[src/rtl/multi_reader_fifo.sv]
// multi_reader_fifo
// ---------------------------------------------------------------------------
// Single-producer circular buffer with NumReaders independent consumers. Every
// pushed word is broadcast to all readers. A slot is reused only after the
// slowest reader has consumed it, because Full looks at the largest per-reader
// occupancy.
//
// Ports
//   clk, rst     rising-edge clock, asynchronous active-high reset
//   Push, DataIn write request and write data
//   Pop          per-reader advance request, bit i = reader i
//   Flush        synchronous clear of pointers and sticky flags
//   DataOut      slice i = word at reader i's head (combinational, no latency)
//   Empty        bit i = reader i has nothing unread
//   Full         some reader holds BufferSize unread entries
//   AlmostFull   largest reader occupancy >= AlmostFullLevel
//   Count        slice i = reader i occupancy, 0..BufferSize
//   Ready        bit i*BufferSize+k = slot k holds an entry unread by reader i
//   Overflow     sticky: a push was attempted while Full
//   Underflow    sticky: a pop was attempted on an empty reader
//
// Handshake: Full acts as the inverse of write-ready and ~Empty[i] acts as
// read-valid for reader i. Both come from registered state only. A push is
// accepted when Push & ~Full & ~Flush. A pop on reader i is accepted when
// Pop[i] & ~Empty[i] & ~Flush. Requests that are refused change no pointer;
// outside Flush they set the matching sticky error flag.
// ---------------------------------------------------------------------------
module multi_reader_fifo #(
  parameter int DataWidth       = 32,
  parameter int BufferWidth     = 2,
  parameter int BufferSize      = 4,
  parameter int NumReaders      = 2,
  parameter int AlmostFullLevel = 3
) (
  input  logic                                  clk,
  input  logic                                  rst,
  input  logic                                  Push,
  input  logic [DataWidth-1:0]                  DataIn,
  input  logic [NumReaders-1:0]                 Pop,
  input  logic                                  Flush,
  output logic [NumReaders*DataWidth-1:0]       DataOut,
  output logic [NumReaders-1:0]                 Empty,
  output logic                                  Full,
  output logic                                  AlmostFull,
  output logic [NumReaders*(BufferWidth+1)-1:0] Count,
  output logic [NumReaders*BufferSize-1:0]      Ready,
  output logic                                  Overflow,
  output logic                                  Underflow
);

  // Pointers carry one extra wrap bit. Write minus read is then the
  // occupancy for any state, including a completely full buffer.
  localparam int PtrWidth = BufferWidth + 1;

  logic [DataWidth-1:0]   mem    [BufferSize];
  logic [PtrWidth-1:0]    wr_ptr;
  logic [PtrWidth-1:0]    rd_ptr [NumReaders];
  logic [PtrWidth-1:0]    cnt    [NumReaders];
  logic [PtrWidth-1:0]    max_cnt;
  logic [BufferWidth-1:0] offset;
  logic                   push_ok;

  // Status decode; depends only on registered pointers and memory.
  always_comb begin
    cnt        = '{default: '0};
    max_cnt    = '0;
    offset     = '0;
    Full       = 1'b0;
    Empty      = '0;
    Count      = '0;
    Ready      = '0;
    DataOut    = '0;
    for (int i = 0; i < NumReaders; i++) begin
      cnt[i]   = wr_ptr - rd_ptr[i];
      Empty[i] = (cnt[i] == '0);
      if (cnt[i] == PtrWidth'(BufferSize)) Full = 1'b1;
      if (cnt[i] > max_cnt) max_cnt = cnt[i];
      Count[i*PtrWidth +: PtrWidth]     = cnt[i];
      DataOut[i*DataWidth +: DataWidth] = mem[rd_ptr[i][BufferWidth-1:0]];
      // Slot k is pending for reader i when its distance ahead of the head
      // (modulo depth) is smaller than that reader's occupancy.
      for (int k = 0; k < BufferSize; k++) begin
        offset = BufferWidth'(k) - rd_ptr[i][BufferWidth-1:0];
        Ready[i*BufferSize + k] = ({1'b0, offset} < cnt[i]);
      end
    end
    AlmostFull = (max_cnt >= PtrWidth'(AlmostFullLevel));
  end

  // A push is judged against Full as it stands at the start of the cycle.
  // A pop in the same cycle does not make room for it.
  assign push_ok = Push & ~Full & ~Flush;

  always_ff @(posedge clk or posedge rst) begin
    if (rst) begin
      wr_ptr    <= '0;
      Overflow  <= 1'b0;
      Underflow <= 1'b0;
      for (int i = 0; i < NumReaders; i++) rd_ptr[i] <= '0;
      for (int k = 0; k < BufferSize; k++) mem[k] <= '0;
    end else if (Flush) begin
      // Memory is left as is; only the pointers and flags are cleared.
      wr_ptr    <= '0;
      Overflow  <= 1'b0;
      Underflow <= 1'b0;
      for (int i = 0; i < NumReaders; i++) rd_ptr[i] <= '0;
    end else begin
      if (push_ok) begin
        mem[wr_ptr[BufferWidth-1:0]] <= DataIn;
        wr_ptr                       <= wr_ptr + PtrWidth'(1);
      end
      if (Push && Full) Overflow <= 1'b1;
      for (int i = 0; i < NumReaders; i++) begin
        if (Pop[i]) begin
          if (Empty[i]) Underflow <= 1'b1;
          else          rd_ptr[i] <= rd_ptr[i] + PtrWidth'(1);
        end
      end
    end
  end

endmodule

[config.mk]
export PLATFORM = sky130hd
export DESIGN_NAME = multi_reader_fifo
export DESIGN_NICKNAME = d
export VERILOG_FILES = /design/src/rtl/multi_reader_fifo.sv
export SDC_FILE = /design/constraint.sdc
export NUM_CORES = 1
export LEC_CHECK = 0
export ABC_CLOCK_PERIOD_IN_PS = 7400
export BUFFER_PORTS_ARGS = -buffer_cell sky130_fd_sc_hd__clkbuf_2
export CAP_MARGIN = 20
export CELL_PAD_IN_SITES_DETAIL_PLACEMENT = 0
export CELL_PAD_IN_SITES_GLOBAL_PLACEMENT = 2
export CORE_UTILIZATION = 42
export CTS_CLUSTER_DIAMETER = 50
export CTS_CLUSTER_SIZE = 16
export DETAILED_ROUTE_END_ITERATION = 6
export PLACE_DENSITY = 0.89
export SLEW_MARGIN = 5
export SYNTH_ARGS = -nofsm -noshare
export SYNTH_HDL_FRONTEND = slang
export SYNTH_SLANG_ARGS = --single-unit
[constraint.sdc]
create_clock -name clk -period 7.4 [get_ports clk]
set_clock_uncertainty 0.2 [all_clocks]
set_input_delay 1.85 -clock clk [delete_from_list [all_inputs] [get_ports clk]]
set_output_delay 1.85 -clock clk [all_outputs]
set_load 0.005 [all_outputs]
After elaboration in Yosys (flattened, before gate mapping)
Index checks and enable logic that the tools add are counted.

word-level totals
  register bits after elaboration = 139
  input port bits = 38
  output and inout port bits = 84
  word-level logic and storage cells = 86

cells by class
  add/sub/neg operators = 13
  magnitude comparators = 15
  equality and inequality tests = 4
  mux-type cells = 27
  bitwise operators = 7
  reductions and logical operators = 11

operators with widths
  kind                                                               count
  two-way mux 32 bit                                                 5
  binary-select mux 32 bit (select 2 bit)                            2
  bitwise mux 128 bit                                                1
  demux 32 bit (select 2 bit)                                        1
  < comparator 2 x 3 -> 1 bit                                        8
  two-way mux 3 bit                                                  8
  adder 3 x 1 -> 3 bit, second input constant                        3
  greater-or-equal comparator 3 bit, second input constant           3
  two-way mux 1 bit                                                  9
  NOT 2 -> 3 bit                                                     3
  nonzero test 2 bit                                                 4
  subtractor 1 x 2 -> 2 bit, first input constant                    4
  subtractor 2 bit, first input constant                             4
  == test 3 bit, second input constant                               2
  logical NOT 3 bit                                                  2
  two-way mux 6 bit                                                  1
  AND reduction 2 bit                                                3
  subtractor 3 bit                                                   2
  inequality test 2 bit, second input constant                       2
  greater-or-equal comparator 3 x 2 -> 1 bit, second input constant  1
  > comparator 3 x 1 -> 1 bit, second input constant                 1
  > comparator 3 bit                                                 1
  < comparator 3 x 1 -> 1 bit, second input constant                 1
  AND 1 bit                                                          2
  2 further kinds                                                    4

Longest topological paths before layout
  word-level depth = 9
  gate-level depth with buffers = 10
  gate-level depth less buffers = 10

Worst setup path after synthesis
OpenSTA, ideal clock, no wires.

  kind = reg2out
  from = register rd_ptr[1] (netlist bit)
  to = output AlmostFull
  data arrival time = 2747 ps
  data required time = 5350 ps
  slack = 2603 ps
  cell stages (with the launch flop) = 10
  path buffers = 2
  path through = dfrtp_1 > clkbuf_1 > clkbuf_1 > inv_1 > fa_1 > xor3_4 > inv_1 > ha_1 > a32oi_1 > mux2_2

between the ends
  cells in the longest elaborated chain, start to end = 4

RTL lines
  what                                          RTL line  RTL
  from (decl)                                   57        logic [PtrWidth-1:0] rd_ptr [NumReaders];
  from (signal, indexed assignment)             116       else rd_ptr[i] <= rd_ptr[i] + PtrWidth'(1);
  subtractor 3 bit *                            74        cnt[i] = wr_ptr - rd_ptr[i];
  named net Count[5]                            45        output logic [NumReaders*(BufferWidth+1)-1:0] Count,
  > comparator 3 bit                            77        if (cnt[i] > max_cnt) max_cnt = cnt[i];
  two-way mux 3 bit *                           77
  greater-or-equal comparator 3 x 2 -> 1 bit *  87        AlmostFull = (max_cnt >= PtrWidth'(AlmostFullLevel));
  to (decl)                                     44        output logic AlmostFull,

Mark *: on every way through the listed nets, which the timed path passes. The rest lies on a longest branch.

Worst setup path after layout
  from = register wr_ptr[0]
  to = output AlmostFull

between the ends
  cells in the longest elaborated chain, start to end = 6
  elaborated cells on any way between the ends = 7
  classes of those cells = 2 x add/sub; 3 x order compare; 2 x mux

RTL lines
  what                                          RTL line  RTL
  from (decl)                                   56        logic [PtrWidth-1:0] wr_ptr;
  from (signal assigned)                        110       wr_ptr <= wr_ptr + PtrWidth'(1);
  subtractor 3 bit                              74
  > comparator 3 x 1 -> 1 bit                   77
  two-way mux 3 bit                             77
  > comparator 3 bit                            77
  two-way mux 3 bit *                           77
  greater-or-equal comparator 3 x 2 -> 1 bit *  87

Every way passes the cells marked *; elsewhere a longest branch is shown, timed or not.

==> metrics.md <==
| Metric | Value |
|---|---|
| Count of input and output buffers | `~120` |
| WP data required | `5.35 ns` |
| Clk buf depth | `2` |
| Die W | `140 microns` |
| CP max FO | `9` |
| Die Ht | `around 140 microns` |
| Tcrit/Tclk final | `between 70% and 80%` |
| Post-CTS Setup Bufs | `0` |
| Layout net count | `around 650` |
| Share of layout cells above drive strength 1 | `between 60% and 70%` |
| RePlAce Congestion | `about 0.8` |
| Hold depth | `1` |
| Post-placement cell area | `0.00858 sq mm` |
| Inserted Diodes | `0` |
| GR Util All Layers | `19.6%` |
| Starting Density | `a little over two fifths` |
| Post-synthesis cell type count | `29` |
| Hpwl dp | `11100 microns` |
| CP peak stage delay | `~0.60 ns` |
| Clock Latency Late Sink | `0.42 ns` |
| Final Hold Vio Count | `0` |
| Cell taking the most area after synthesis | `dfrtp_1` |
| WL final | `17900 microns` |
| 1st-iter DRT viols | `185` |
| Worst-path cell chain | `inv_1 -> ha_1 -> fa_1 -> ha_1 -> a21boi_0 -> o21ai_0 -> a32oi_1 -> mux2_2 -> clkbuf_2` |
| Vias | `approximately 4600` |
| CP bufs+invs | `2` |
| Critical Path Most Common Cell | `ha_1` |
| CTS H-tree depth | `4` |
| CP startpoint kind | `flop` |
| Number of flops mapped to enable cells by yosys | `0` |
| Max_slew headroom | `between 40% and 50%` |
| Setup violations, final | `0` |
| Hold_buf cts | `0` |
| Vias in the first global route | `5011` |
| CTS buffer count | `17` |
| Mux cell area share after synthesis | `42.1%` |
| Worst-path clk slew | `roughly 0.060 ns` |
| HP Class | `flop to flop` |
| Simple-Gate Fraction of Synth Area | `2.22%` |
| Synthesized flop and latch total | `approximately 140` |
| Vias/cell | `roughly 5.6` |
| # clock sinks | `approximately 140` |
| First-pass GRT wire length | `around 29000 microns` |
| Post-DRT Antenna Nets | `0` |
| CTS resizes | `0` |
| Post-synth top area share | `between 40% and 50%` |
| Delay-heaviest family, CP | `adder cells` |
| Grt total ovfl | `0` |
| Synth Area in Adders | `approximately 3.6%` |
| P_leak | `approximately 0.0042 uW` |
| Worst slew pin tran | `between 0.8 and 0.9 ns` |
| Register area share after synthesis | `approximately 44%` |
| Final slew viol count | `0` |
| Gate Count Post-Synth | `roughly 470` |
| Outcome | `completed` |
| Synth warn | `0` |
| Worst setup EP type | `output pin` |
| Slowest cell on crit path | `fa_1` |
| Ys async rst share | `between 90% and 100%` |
| Synth area leaders | `dfrtp_1 (44%), mux2_4 (23%), mux4_2 (18%), ha_1 (3.1%), buf_12 (3.0%)` |
| # Max-Cap Violations | `0` |
| DRC viols | `0` |
| RSZ-0062 raised after global routing | `no` |
| Largest family of logic cells by synthesized area | `multiplexers` |
| Die ar. | `roughly 0.020 sq mm` |
| 1st-pass router iterations | `4` |
| Cell Area, Synth | `0.00796 sq mm` |
| Row count | `49` |
| Initial antenna violation count | `0` |
| R2r worst-path depth | `9` |
| Fmax | `between 150 and 200 MHz` |
| Root Buffer | `clkbuf_16` |
| Setup TNS | `0 ns` |
| XOR/XNOR Fraction of Synth Area | `approximately 1.4%` |
| Syn_nets | `roughly 530` |
| PD cells | `482 mW/mm^2` |
| Wire per inst | `roughly 22 microns` |
| Largest net degree at the start of global routing | `73` |
| Hold slack | `about 0.33 ns` |
| Critical path depth in cells | `9` |
| Maximum VDD drop | `approximately 0.25 mV` |
| Compound-gate portion of the synthesized area | `under 10%` |
| IO Count | `about 120` |
| Finished Cell Area | `approximately 0.009 sq mm` |
| Layout area overhead | `15.7%` |
| Top_reg_cell synth | `dfrtp_1` |
| Core Box Area | `between 0.015 and 0.02 sq mm` |
| TritonCTS clock tree | `done` |
| Filler cells | `~1500` |
| Crit path DAT | `approximately 3.1 ns` |
| Mean Syn Cell Area | `between 15 and 20 sq um` |
| WS Path Type | `flop to output pin` |
| Period minus WS final | `between 5 and 6 ns` |
| Pwr Total | `4440 uW` |
[cell usage in the layout (no fill, tap or decap), types with 2 or more instances in the layout]
master	instances
clkbuf_16	17
xor2_1	3
and3_2	4
nor2_1	10
ha_1	20
nor2b_1	6
inv_1	19
buf_4	9
clkinvlp_4	4
clkbuf_2	121
a21oi_1	5
mux2_4	120
dfrtp_2	4
mux4_2	64
bufinv_16	4
fa_1	2
o21ai_0	11
mux2_2	9
nand2_1	7
nand3_1	7
dfrtp_1	135
xnor2_1	4
inv_6	5
[worst reg2reg max path, delay by kind of cell (launching register included)]
family                     cells  cell delay, ns
adders and majority gates      2            0.80
buffers and inverters          3            0.78
and+or+nand+nor                2            0.69
DFF                            1            0.44
muxes                          1            0.40
AOI/OAI and AO/OA              1            0.19
[Yosys cell counts (3+ instances only)]
| cell | n |
|---|---|
| a21oi_1 | 5 |
| and3_1 | 4 |
| buf_12 | 12 |
| buf_2 | 4 |
| buf_6 | 4 |
| clkbuf_1 | 12 |
| dfrtp_1 | 139 |
| ha_1 | 20 |
| inv_1 | 20 |
| mux2_2 | 9 |
| mux2_4 | 120 |
| mux4_2 | 64 |
| nand2_1 | 7 |
| nand3_1 | 7 |
| nor2_1 | 10 |
| nor2b_1 | 6 |
| o21ai_0 | 11 |
| xnor2_1 | 4 |
| xor2_1 | 3 |
[report_power, final]
part	internal [uW]	total (uW)	switching [uW]
Sequential	1080	1330	248
Clock	570	918	349
Combinational	1310	2190	882
[metrics by stage]
stage	utilization, %	std cells	setup slack (ns)
after floorplan	-	473	1.63
after global placement	46.9	798	2.73
after detailed placement	46.9	798	2.68
after CTS	50.4	830	2.20
after global routing	50.4	830	2.06
final	50.4	830	2.21
[final timing paths]
kind | from | endpoint | slack, ns
worst min-delay path | mem[59] | mem[59] | 0.33
worst max register to register | wr_ptr[0] | mem[93] | 3.79
min in group asynchronous | rst | mem[118] | 1.33
worst max-delay path | wr_ptr[0] | AlmostFull | 2.21
max in group asynchronous | rst | rd_ptr[1] | 4.27
worst min register to register | mem[59] | mem[59] | 0.33
[flip-flops by register name, indices dropped and copies added (netlist names)]
name / cells
wr_ptr: 3
rd_ptr: 6
Underflow: 1
mem: 128
Overflow: 1
[cell families after synthesis]
kind of cell    count (synthesis)
simple gates                   36
compound gates                 19
flops                         139
mux                           194
xor+xnor                        9
buf+inv                        54
fa+ha+maj                      22
[cell type report]
type                       instances  area [sq um]  area share, %
clock buffer                      17           425           4.62
clock inverter                    15           210           2.28
inverter                          20          80.1          0.869
multi-input combinational        280          4050           44.0
sequential                       139          3480           37.8
tap                              229           287           3.11
timing repair buffer             130           673           7.31
[per-layer routing]
metal  part of all wire (%)  GRT usage, %  vias up
li1                       -             -     1994
met1                     45          25.6     2484
met2                     49          32.0      114
met3                    5.4          5.30       17
met4                    1.0          5.67        0
met5                      0             0        -
Note: power is estimated with default switching activity, not from simulation.
